===== src/rtl/occ_pair_fetch.sv =====
// rtl/occ_pair_fetch.sv - Occ-table pair fetch stage: reads Occ(sym,k-1) and Occ(sym,l) for indel positions.
// Position code values are parameters so they can track the pipeline's shared code table.
module occ_pair_fetch #(
  parameter int PW          = 8,
  parameter int CW          = 8,
  parameter int AW          = 12,
  parameter int POSW        = 5,
  parameter int A_INSERTION = 11,
  parameter int C_INSERTION = 12,
  parameter int G_INSERTION = 13,
  parameter int T_INSERTION = 14,
  parameter int A_DELETION  = 15,
  parameter int C_DELETION  = 16,
  parameter int G_DELETION  = 17,
  parameter int T_DELETION  = 18
) (
  input  logic            clk,
  input  logic            rst,
  input  logic            in_valid,
  output logic            in_ready,
  input  logic [PW-1:0]   i_in,
  input  logic [PW-1:0]   z_in,
  input  logic [PW-1:0]   k_in,
  input  logic [PW-1:0]   l_in,
  input  logic [AW-1:0]   addr_in,
  input  logic [POSW-1:0] position_in,
  output logic            rom_ce,
  output logic [PW-1:0]   rom_addr,
  input  logic [4*CW-1:0] rom_data,
  input  logic            rom_valid,
  output logic            out_valid,
  input  logic            out_ready,
  output logic [PW-1:0]   i_out,
  output logic [PW-1:0]   z_out,
  output logic [PW-1:0]   k_out,
  output logic [PW-1:0]   l_out,
  output logic [AW-1:0]   addr_out,
  output logic [POSW-1:0] position_out,
  output logic [CW-1:0]   occ_k,
  output logic [CW-1:0]   occ_l
);

  typedef enum logic [2:0] {IDLE, RD_K, WAIT_K, RD_L, WAIT_L, DONE} state_t;

  state_t     state, state_nxt;
  logic [1:0] sym;
  logic [1:0] sym_dec;
  logic       is_fetch;
  logic [CW-1:0] rom_count;

  always_comb begin
    is_fetch = 1'b1;
    sym_dec  = 2'd0;
    case (position_in)
      POSW'(A_INSERTION), POSW'(A_DELETION): sym_dec = 2'd0;
      POSW'(C_INSERTION), POSW'(C_DELETION): sym_dec = 2'd1;
      POSW'(G_INSERTION), POSW'(G_DELETION): sym_dec = 2'd2;
      POSW'(T_INSERTION), POSW'(T_DELETION): sym_dec = 2'd3;
      default:                               is_fetch = 1'b0;
    endcase
  end

  always_comb begin
    rom_count = '0;
    case (sym)
      2'd0:    rom_count = rom_data[CW-1:0];
      2'd1:    rom_count = rom_data[2*CW-1:CW];
      2'd2:    rom_count = rom_data[3*CW-1:2*CW];
      default: rom_count = rom_data[4*CW-1:3*CW];
    endcase
  end

  always_ff @(posedge clk) begin
    if (rst) begin
      state        <= IDLE;
      sym          <= 2'd0;
      i_out        <= '0;
      z_out        <= '0;
      k_out        <= '0;
      l_out        <= '0;
      addr_out     <= '0;
      position_out <= '0;
      occ_k        <= '0;
      occ_l        <= '0;
    end else begin
      state <= state_nxt;
      case (state)
        IDLE: begin
          if (in_valid) begin
            i_out        <= i_in;
            z_out        <= z_in;
            k_out        <= k_in;
            l_out        <= l_in;
            addr_out     <= addr_in;
            position_out <= position_in;
            sym          <= sym_dec;
            occ_k        <= '0;
            occ_l        <= '0;
          end
        end
        WAIT_K: if (rom_valid) occ_k <= rom_count;
        WAIT_L: if (rom_valid) occ_l <= rom_count;
        default: ;
      endcase
    end
  end

  // Control outputs depend only on the state register and captured tuple.
  always_comb begin
    state_nxt = state;
    in_ready  = 1'b0;
    out_valid = 1'b0;
    rom_ce    = 1'b0;
    rom_addr  = '0;
    case (state)
      IDLE: begin
        in_ready = 1'b1;
        if (in_valid) begin
          if (!is_fetch)        state_nxt = DONE;
          else if (k_in == '0)  state_nxt = RD_L;
          else                  state_nxt = RD_K;
        end
      end
      RD_K: begin
        rom_ce    = 1'b1;
        rom_addr  = k_out - PW'(1);
        state_nxt = WAIT_K;
      end
      WAIT_K: if (rom_valid) state_nxt = RD_L;
      RD_L: begin
        rom_ce    = 1'b1;
        rom_addr  = l_out;
        state_nxt = WAIT_L;
      end
      WAIT_L: if (rom_valid) state_nxt = DONE;
      DONE: begin
        out_valid = 1'b1;
        if (out_ready) state_nxt = IDLE;
      end
      default: state_nxt = IDLE;
    endcase
  end

endmodule


===== config.mk =====
export PLATFORM = sky130hd
export DESIGN_NAME = occ_pair_fetch
export DESIGN_NICKNAME = d
export VERILOG_FILES = /design/src/rtl/occ_pair_fetch.sv
export SDC_FILE = /design/constraint.sdc
export NUM_CORES = 1
export LEC_CHECK = 0
export CORE_ASPECT_RATIO = 1.75
export CORE_MARGIN = 2
export CORE_UTILIZATION = 44
export CTS_BUF_LIST = sky130_fd_sc_hd__clkbuf_4
export DETAILED_ROUTE_END_ITERATION = 8
export PLACE_DENSITY = 0.95
export RECOVER_POWER = 25
export SLEW_MARGIN = 25
export SYNTH_ARGS = -nofsm -noshare
export SYNTH_HDL_FRONTEND = slang
export SYNTH_SLANG_ARGS = --single-unit

===== constraint.sdc =====
create_clock -name clk -period 4.7 [get_ports clk]
set_input_delay 0.705 -clock clk [delete_from_list [all_inputs] [get_ports clk]]
set_output_delay 0.705 -clock clk [all_outputs]
set_load 0.01 [all_outputs]

==> reports/metrics.cfg, run 1 <==
[setup_path]
path_depth=7
crit_path_end_kind=output pin
crit_buf_inv=2
crit_slowest_cell=clkdlybuf4s50_1
path_cells=inv_1 -> ha_1 -> nor3b_1 -> nand2_1 -> xor2_1 -> a21oi_1 -> clkdlybuf4s50_1
r2r_cells=5
cp_data_required_time_ns=3.99
crit_path_start_kind=register
cp_max_fo=5
crit_type=reg -> out
arrival_ns=2.33
cpPeakStageDelay_ns=0.55
critPathTopFamily=buffers and inverters

[synthesis]
yosysTopAreaCell=dfxtp_1
avgSynthCellArea_um2=7.87
synth.distinct_cells=35
synth_top_family_by_area=simple AND/OR/NAND/NOR gates
yosys.area_share.simple_pct=24.2
synth_warnings=0
synth_fa_ha_area_share_pct=0.408
ys_seq_area_share_pct=45.7
synth_xor_area_share_pct=2.00
ys_ff_latch=70
synthesis.nets=477
synth_area_leaders=dfxtp_1 46%, nand2_1 15%, a21oi_1 13%
synth-compound-area-share_pct=16.0
synthesis.area_um2=3070
synth_cells=390
synth_top_area_share_pct=45.7
synthMuxAreaShare_pct=6.53

[global_routing]
gr-total-overflow=0
grt_usage_pct=25.4
antenna_found_initial=0
grt_max_degree=73
grt_pass1_vias=3235
grt_pass1_wl_um=14900

[timing]
setup_viol=0
hold_violations=0
slew_viol_final=0
rsz0062_at_grt=no
timing.hold.ws_ns=0.455
fin_crit_ns=3.04
fin_skew_ns=0.0132
max_freq_mhz=329
worst_slew_margin_rel_pct=40.5
tns_ns=0
fin_ws_ns=1.66
finalCritPeriodShare_pct=64.6
tightestPinTransition_ns=0.892

[power]
p_total_mw=1.70
powerDensity_nw_per_um2=356
ir_worst_vdd_mv=0.205
cellLeakagePower_nw=1.80

[floorplanning]
chipWidth_um=67.1
design.die.area_um2=7680
core_um2=6810
fp.dieH_um=114
start_util_pct=45.1
pin_count=162
fp-row-count=40

[place]
dp.cells=607
place_area_um2=4660
port_buffers=161
gp_congestion=0.829
dp_slack_ns=1.63
post-dp-hpwl_um=7020

[layout]
fillers=565
final_cells=622
fin_util_pct=69.9
final_cell_area_um2=4760
area.sequential_um2=1400
diodes=0
final_cell_mix=126 x clkdlybuf4s50_1, 120 x nand2_1, 78 x a21oi_1, 70 x dfxtp_1, 34 x dlygate4sd3_1
multiInputGateArea_um2=1510
fin_nets=621
final_common_cell=clkdlybuf4s50_1
syn_to_final_growth_pct=55.1
drive_above_1_share_pct=5.39

[route]
drtIter0Drc=192
routedWlPerCell_um=14.9
num_vias=3348
drt-vias-per-instance=5.38
routed_wl_um=9290
route.detailed.drc=0
postRouteAntennaNets=0
firstDrtPassIters=4

[clocking]
postCtsSetupBuffers=0
clock-sinks=70
clk_latency_ns=0.41
clock_path_buffers=2
root_buffer=clkbuf_4
holdBufCountCts=0
cts_buffers=9
cts_resized=0
path_clk_slew_ns=0.10
cts_tree=yes
htree_num_levels=3

[status]
status=finished clean

[hold_path]
min_delay_path_depth=2
hold_path_class=reg -> reg

[flow_run]
drv_cap=0

## synthesized netlist by cell type
cell type  count
buf_2          7
ha_1           1
nor3b_1        1
nand2_1      120
clkbuf_1      18
xor2_1         5
or3b_2         2
nor2b_1        3
a21oi_1       78
mux2i_1        2
a21o_1         1
o211ai_1       2
nor2_1        15
or2_2          1
and3_1         3
dfxtp_1       70
nand3b_1       3
inv_1          5
nor3_1         3
nand2b_1       1
mux4_2         8
a2111o_1       1
o2bb2ai_1      1
a211oi_1       2
nor4_1         2
o32ai_1        1
buf_6          2
and2_1         1
xnor2_1        2
a32oi_1        1
buf_1          2
nand3_1       19
o21ai_0        5
or4b_1         1
buf_4          1
## final timing paths
check                       startpoint                         to  slack [ns]
min reg2reg  addr_out[10]$_SDFFE_PP0P_  addr_out[10]$_SDFFE_PP0P_        0.45
max reg2reg      state[1]$_SDFFE_PP0P_        sym[1]$_SDFFE_PP0P_        2.22
max              k_out[0]$_SDFFE_PP0P_                rom_addr[6]        1.66
min          addr_out[10]$_SDFFE_PP0P_  addr_out[10]$_SDFFE_PP0P_        0.45
## registers in the layout, summed over array words and instances (netlist names)
signal        count
sym               2
state             3
z_out             8
l_out             8
occ_k             8
addr_out         12
position_out      5
i_out             8
occ_l             8
k_out             8
## area by class of cell
type                    count  share of cell area, %
clock inverters             3                  0.263
inverters                   5                  0.394
flip-flops and latches     70                   29.5
clock buffers              12                   1.89
well taps                  84                   2.21
repair buffers            163                   34.1
multi-input cells         285                   31.7
## metal layers
metal / track usage (%) / routed length [µm] / up-vias
li1: - / - / 1607
met1: 25.7 / 3120 / 1547
met2: 46.6 / 5110 / 170
met3: 7.67 / 816 / 24
met4: 10.5 / 240 / 0
met5: 0 / 0 / -
## cell families after synthesis
family | count (synthesis)
buffers and inverters | 35
DFF | 70
muxes | 10
xor gates and xnor gates | 7
AOI/OAI and AO/OA | 92
and+or+nand+nor | 175
adders and majority gates | 1
## worst min-delay path, stage by stage, from the launching register on
cell	delay, ns
dfxtp_1	0.31
nand2_1	0.05
a21oi_1	0.05
## report_power, final
part	internal, mW	switching (mW)	total [mW]
clock network	0.120	0.194	0.314
registers	0.669	0.0672	0.736
logic	0.319	0.326	0.646
Note: power is estimated with default switching activity, not from simulation.
==> run 2, diff against run 1 <==
--- a/config.mk
+++ b/config.mk
@@ -7,10 +7,10 @@
 export LEC_CHECK = 0
 export CORE_ASPECT_RATIO = 1.75
 export CORE_MARGIN = 2
-export CORE_UTILIZATION = 44
+export CORE_UTILIZATION = 41
 export CTS_BUF_LIST = sky130_fd_sc_hd__clkbuf_4
 export DETAILED_ROUTE_END_ITERATION = 8
-export PLACE_DENSITY = 0.95
+export PLACE_DENSITY = 0.9
 export RECOVER_POWER = 25
 export SLEW_MARGIN = 25
 export SYNTH_ARGS = -nofsm -noshare
==> constraint.sdc (replaced) <==
create_clock -name clk -period 3.1 [get_ports clk]
set_input_delay 0.465 -clock clk [delete_from_list [all_inputs] [get_ports clk]]
set_output_delay 0.465 -clock clk [all_outputs]
set_load 0.01 [all_outputs]
==> reports/metrics.cfg, run 2 (synthesis results as in run 1) <==
[route]
drt-vias-per-instance=5.27  ; was 5.38
drtIter0Drc=162  ; was 192
routedWlPerCell_um=15.2  ; was 14.9 µm
postRouteAntennaNets=0  ; unchanged
routed_wl_um=9540  ; was 9290 µm
num_vias=3300  ; was 3348
firstDrtPassIters=5  ; was 4
route.detailed.drc=0  ; unchanged

[clocking]
clock_path_buffers=2  ; unchanged
clk_latency_ns=0.43  ; was 0.41 ns
cts_buffers=9  ; unchanged
htree_num_levels=3  ; unchanged
cts_tree=yes  ; unchanged
root_buffer=clkbuf_4  ; unchanged
postCtsSetupBuffers=0  ; unchanged
clock-sinks=70  ; unchanged
path_clk_slew_ns=0.10  ; about the same
holdBufCountCts=0  ; unchanged
cts_resized=0  ; unchanged

[timing]
hold_violations=0  ; unchanged
fin_crit_ns=2.82
fin_skew_ns=0.0155  ; was 0.0132 ns
slew_viol_final=0  ; unchanged
fin_ws_ns=0.279  ; was 1.66 ns
worst_slew_margin_rel_pct=38.3  ; was 40.5%
setup_viol=0  ; unchanged
tns_ns=0  ; unchanged
rsz0062_at_grt=no  ; unchanged
max_freq_mhz=355
tightestPinTransition_ns=0.925  ; was 0.892 ns
finalCritPeriodShare_pct=91.0

[layout]
syn_to_final_growth_pct=57.0  ; was 55.1%
diodes=0  ; unchanged
final_cells=626  ; was 622
final_cell_mix=126 x clkdlybuf4s50_1, 120 x nand2_1, 78 x a21oi_1, 70 x dfxtp_1, 34 x dlygate4sd3_1  ; unchanged
drive_above_1_share_pct=5.56  ; was 5.39%
regMostFlops=addr_out  ; unchanged
largest_reg_flops=12  ; unchanged
fin_nets=622  ; was 621
final_common_cell=clkdlybuf4s50_1  ; unchanged

[global_routing]
antenna_found_initial=0  ; unchanged
grt_pass1_vias=3284  ; was 3235
grt_max_degree=50  ; was 73
grt_usage_pct=23.3  ; was 25.4%
gr-total-overflow=0  ; unchanged
grt_pass1_wl_um=15200  ; was 14900 µm

[setup_path]
crit_path_start_kind=register  ; unchanged
cp_data_required_time_ns=2.63  ; was 3.99 ns
cp_max_fo=5  ; unchanged
crit_type=reg -> out  ; unchanged
arrival_ns=2.36  ; was 2.33 ns
crit_path_end_kind=output pin  ; unchanged

[place]
dp_slack_ns=0.756  ; was 1.63 ns
gp_congestion=0.910  ; was 0.829
dp.cells=610  ; was 607
post-dp-hpwl_um=7040  ; was 7020 µm
port_buffers=161  ; unchanged

[power]
ir_worst_vdd_mv=0.302  ; was 0.205 mV
powerDensity_nw_per_um2=570  ; was 356 nW/µm²
cellLeakagePower_nw=1.82  ; was 1.80 nW

[status]
status=finished clean  ; unchanged

[hold_path]
hold_path_class=reg -> reg  ; unchanged

[floorplanning]
core_um2=7230  ; was 6810 µm²
fp-row-count=41  ; was 40
chipWidth_um=69.4  ; was 67.1 µm
start_util_pct=42.4  ; was 45.1%
design.die.area_um2=8220  ; was 7680 µm²
pin_count=162  ; unchanged
fp.dieH_um=118  ; was 114 µm

[flow_run]
drv_cap=0  ; unchanged

==> run 2: cell types whose count changed in the layout (fill, tap and decap cells not counted), sizes merged <==
cell / before / now
bufinv: 0 / 2
clkinv: 3 / 4
clkbuf: 12 / 10
buf: 3 / 4
==> run 2: per-layer routing <==
metal | routed length (µm) | share of wire [%] | up-vias | GRT usage [%]
met3 | 607 | 6.4 | 31 | 5.46
li1 | - | - | 1609 | -
met4 | 367 | 3.8 | 0 | 13.4
met5 | 0 | 0 | - | 0
met2 | 5170 | 54 | 146 | 42.8
met1 | 3390 | 36 | 1514 | 23.4
==> run 2: critical path, stage by stage, from the launching register on <==
cell and delay (ns):
dfxtp_1 0.36, inv_1 0.07, ha_1 0.18, nor3b_1 0.36, nand2_1 0.11, xor2_1 0.16
a21oi_1 0.16, clkdlybuf4s50_1 0.55
==> run 2: final cells by class <==
cell class / instances / area, µm²
flip-flops and latches: 70 / 1400
inverters: 5 / 18.8
well taps: 86 / 108
clock inverters: 6 / 76.3
multi-input cells: 285 / 1510
clock buffers: 10 / 75.1
repair buffers: 164 / 1630
fillers: 581 / 2420
==> run 2: final timing paths <==
path	start	endpoint	slack, ns	cells after the start
setup / recovery	k_out[0]$_SDFFE_PP0P_	rom_addr[6]	0.28	7
hold / removal	i_out[2]$_SDFFE_PP0P_	i_out[2]$_SDFFE_PP0P_	0.46	2
setup reg to reg	state[1]$_SDFFE_PP0P_	l_out[0]$_SDFFE_PP0P_	1.06	4
hold reg to reg	i_out[2]$_SDFFE_PP0P_	i_out[2]$_SDFFE_PP0P_	0.46	2
==> run 2: stage by stage <==
stage | power [mW] | utilization (%) | hold WS (ns) | instance area [µm²]
2_1_floorplan | 1.67 | - | 0.481 | 3070
3_3_place_gp | 2.11 | 64.5 | 0.442 | 4670
3_5_place_dp | 2.15 | 64.5 | 0.446 | 4670
4_1_cts | 2.79 | 66.6 | 0.462 | 4820
5_1_grt | 2.91 | 66.6 | 0.479 | 4820
6_report | 2.75 | 66.6 | 0.456 | 4820
==> run 2: power breakdown <==
group	switching (mW)	leakage (nW)	internal [mW]
clock network	0.319	0.0829	0.327
registers	0.101	0.571	1.01
logic	0.497	1.17	0.489
total	0.918	1.82	1.83
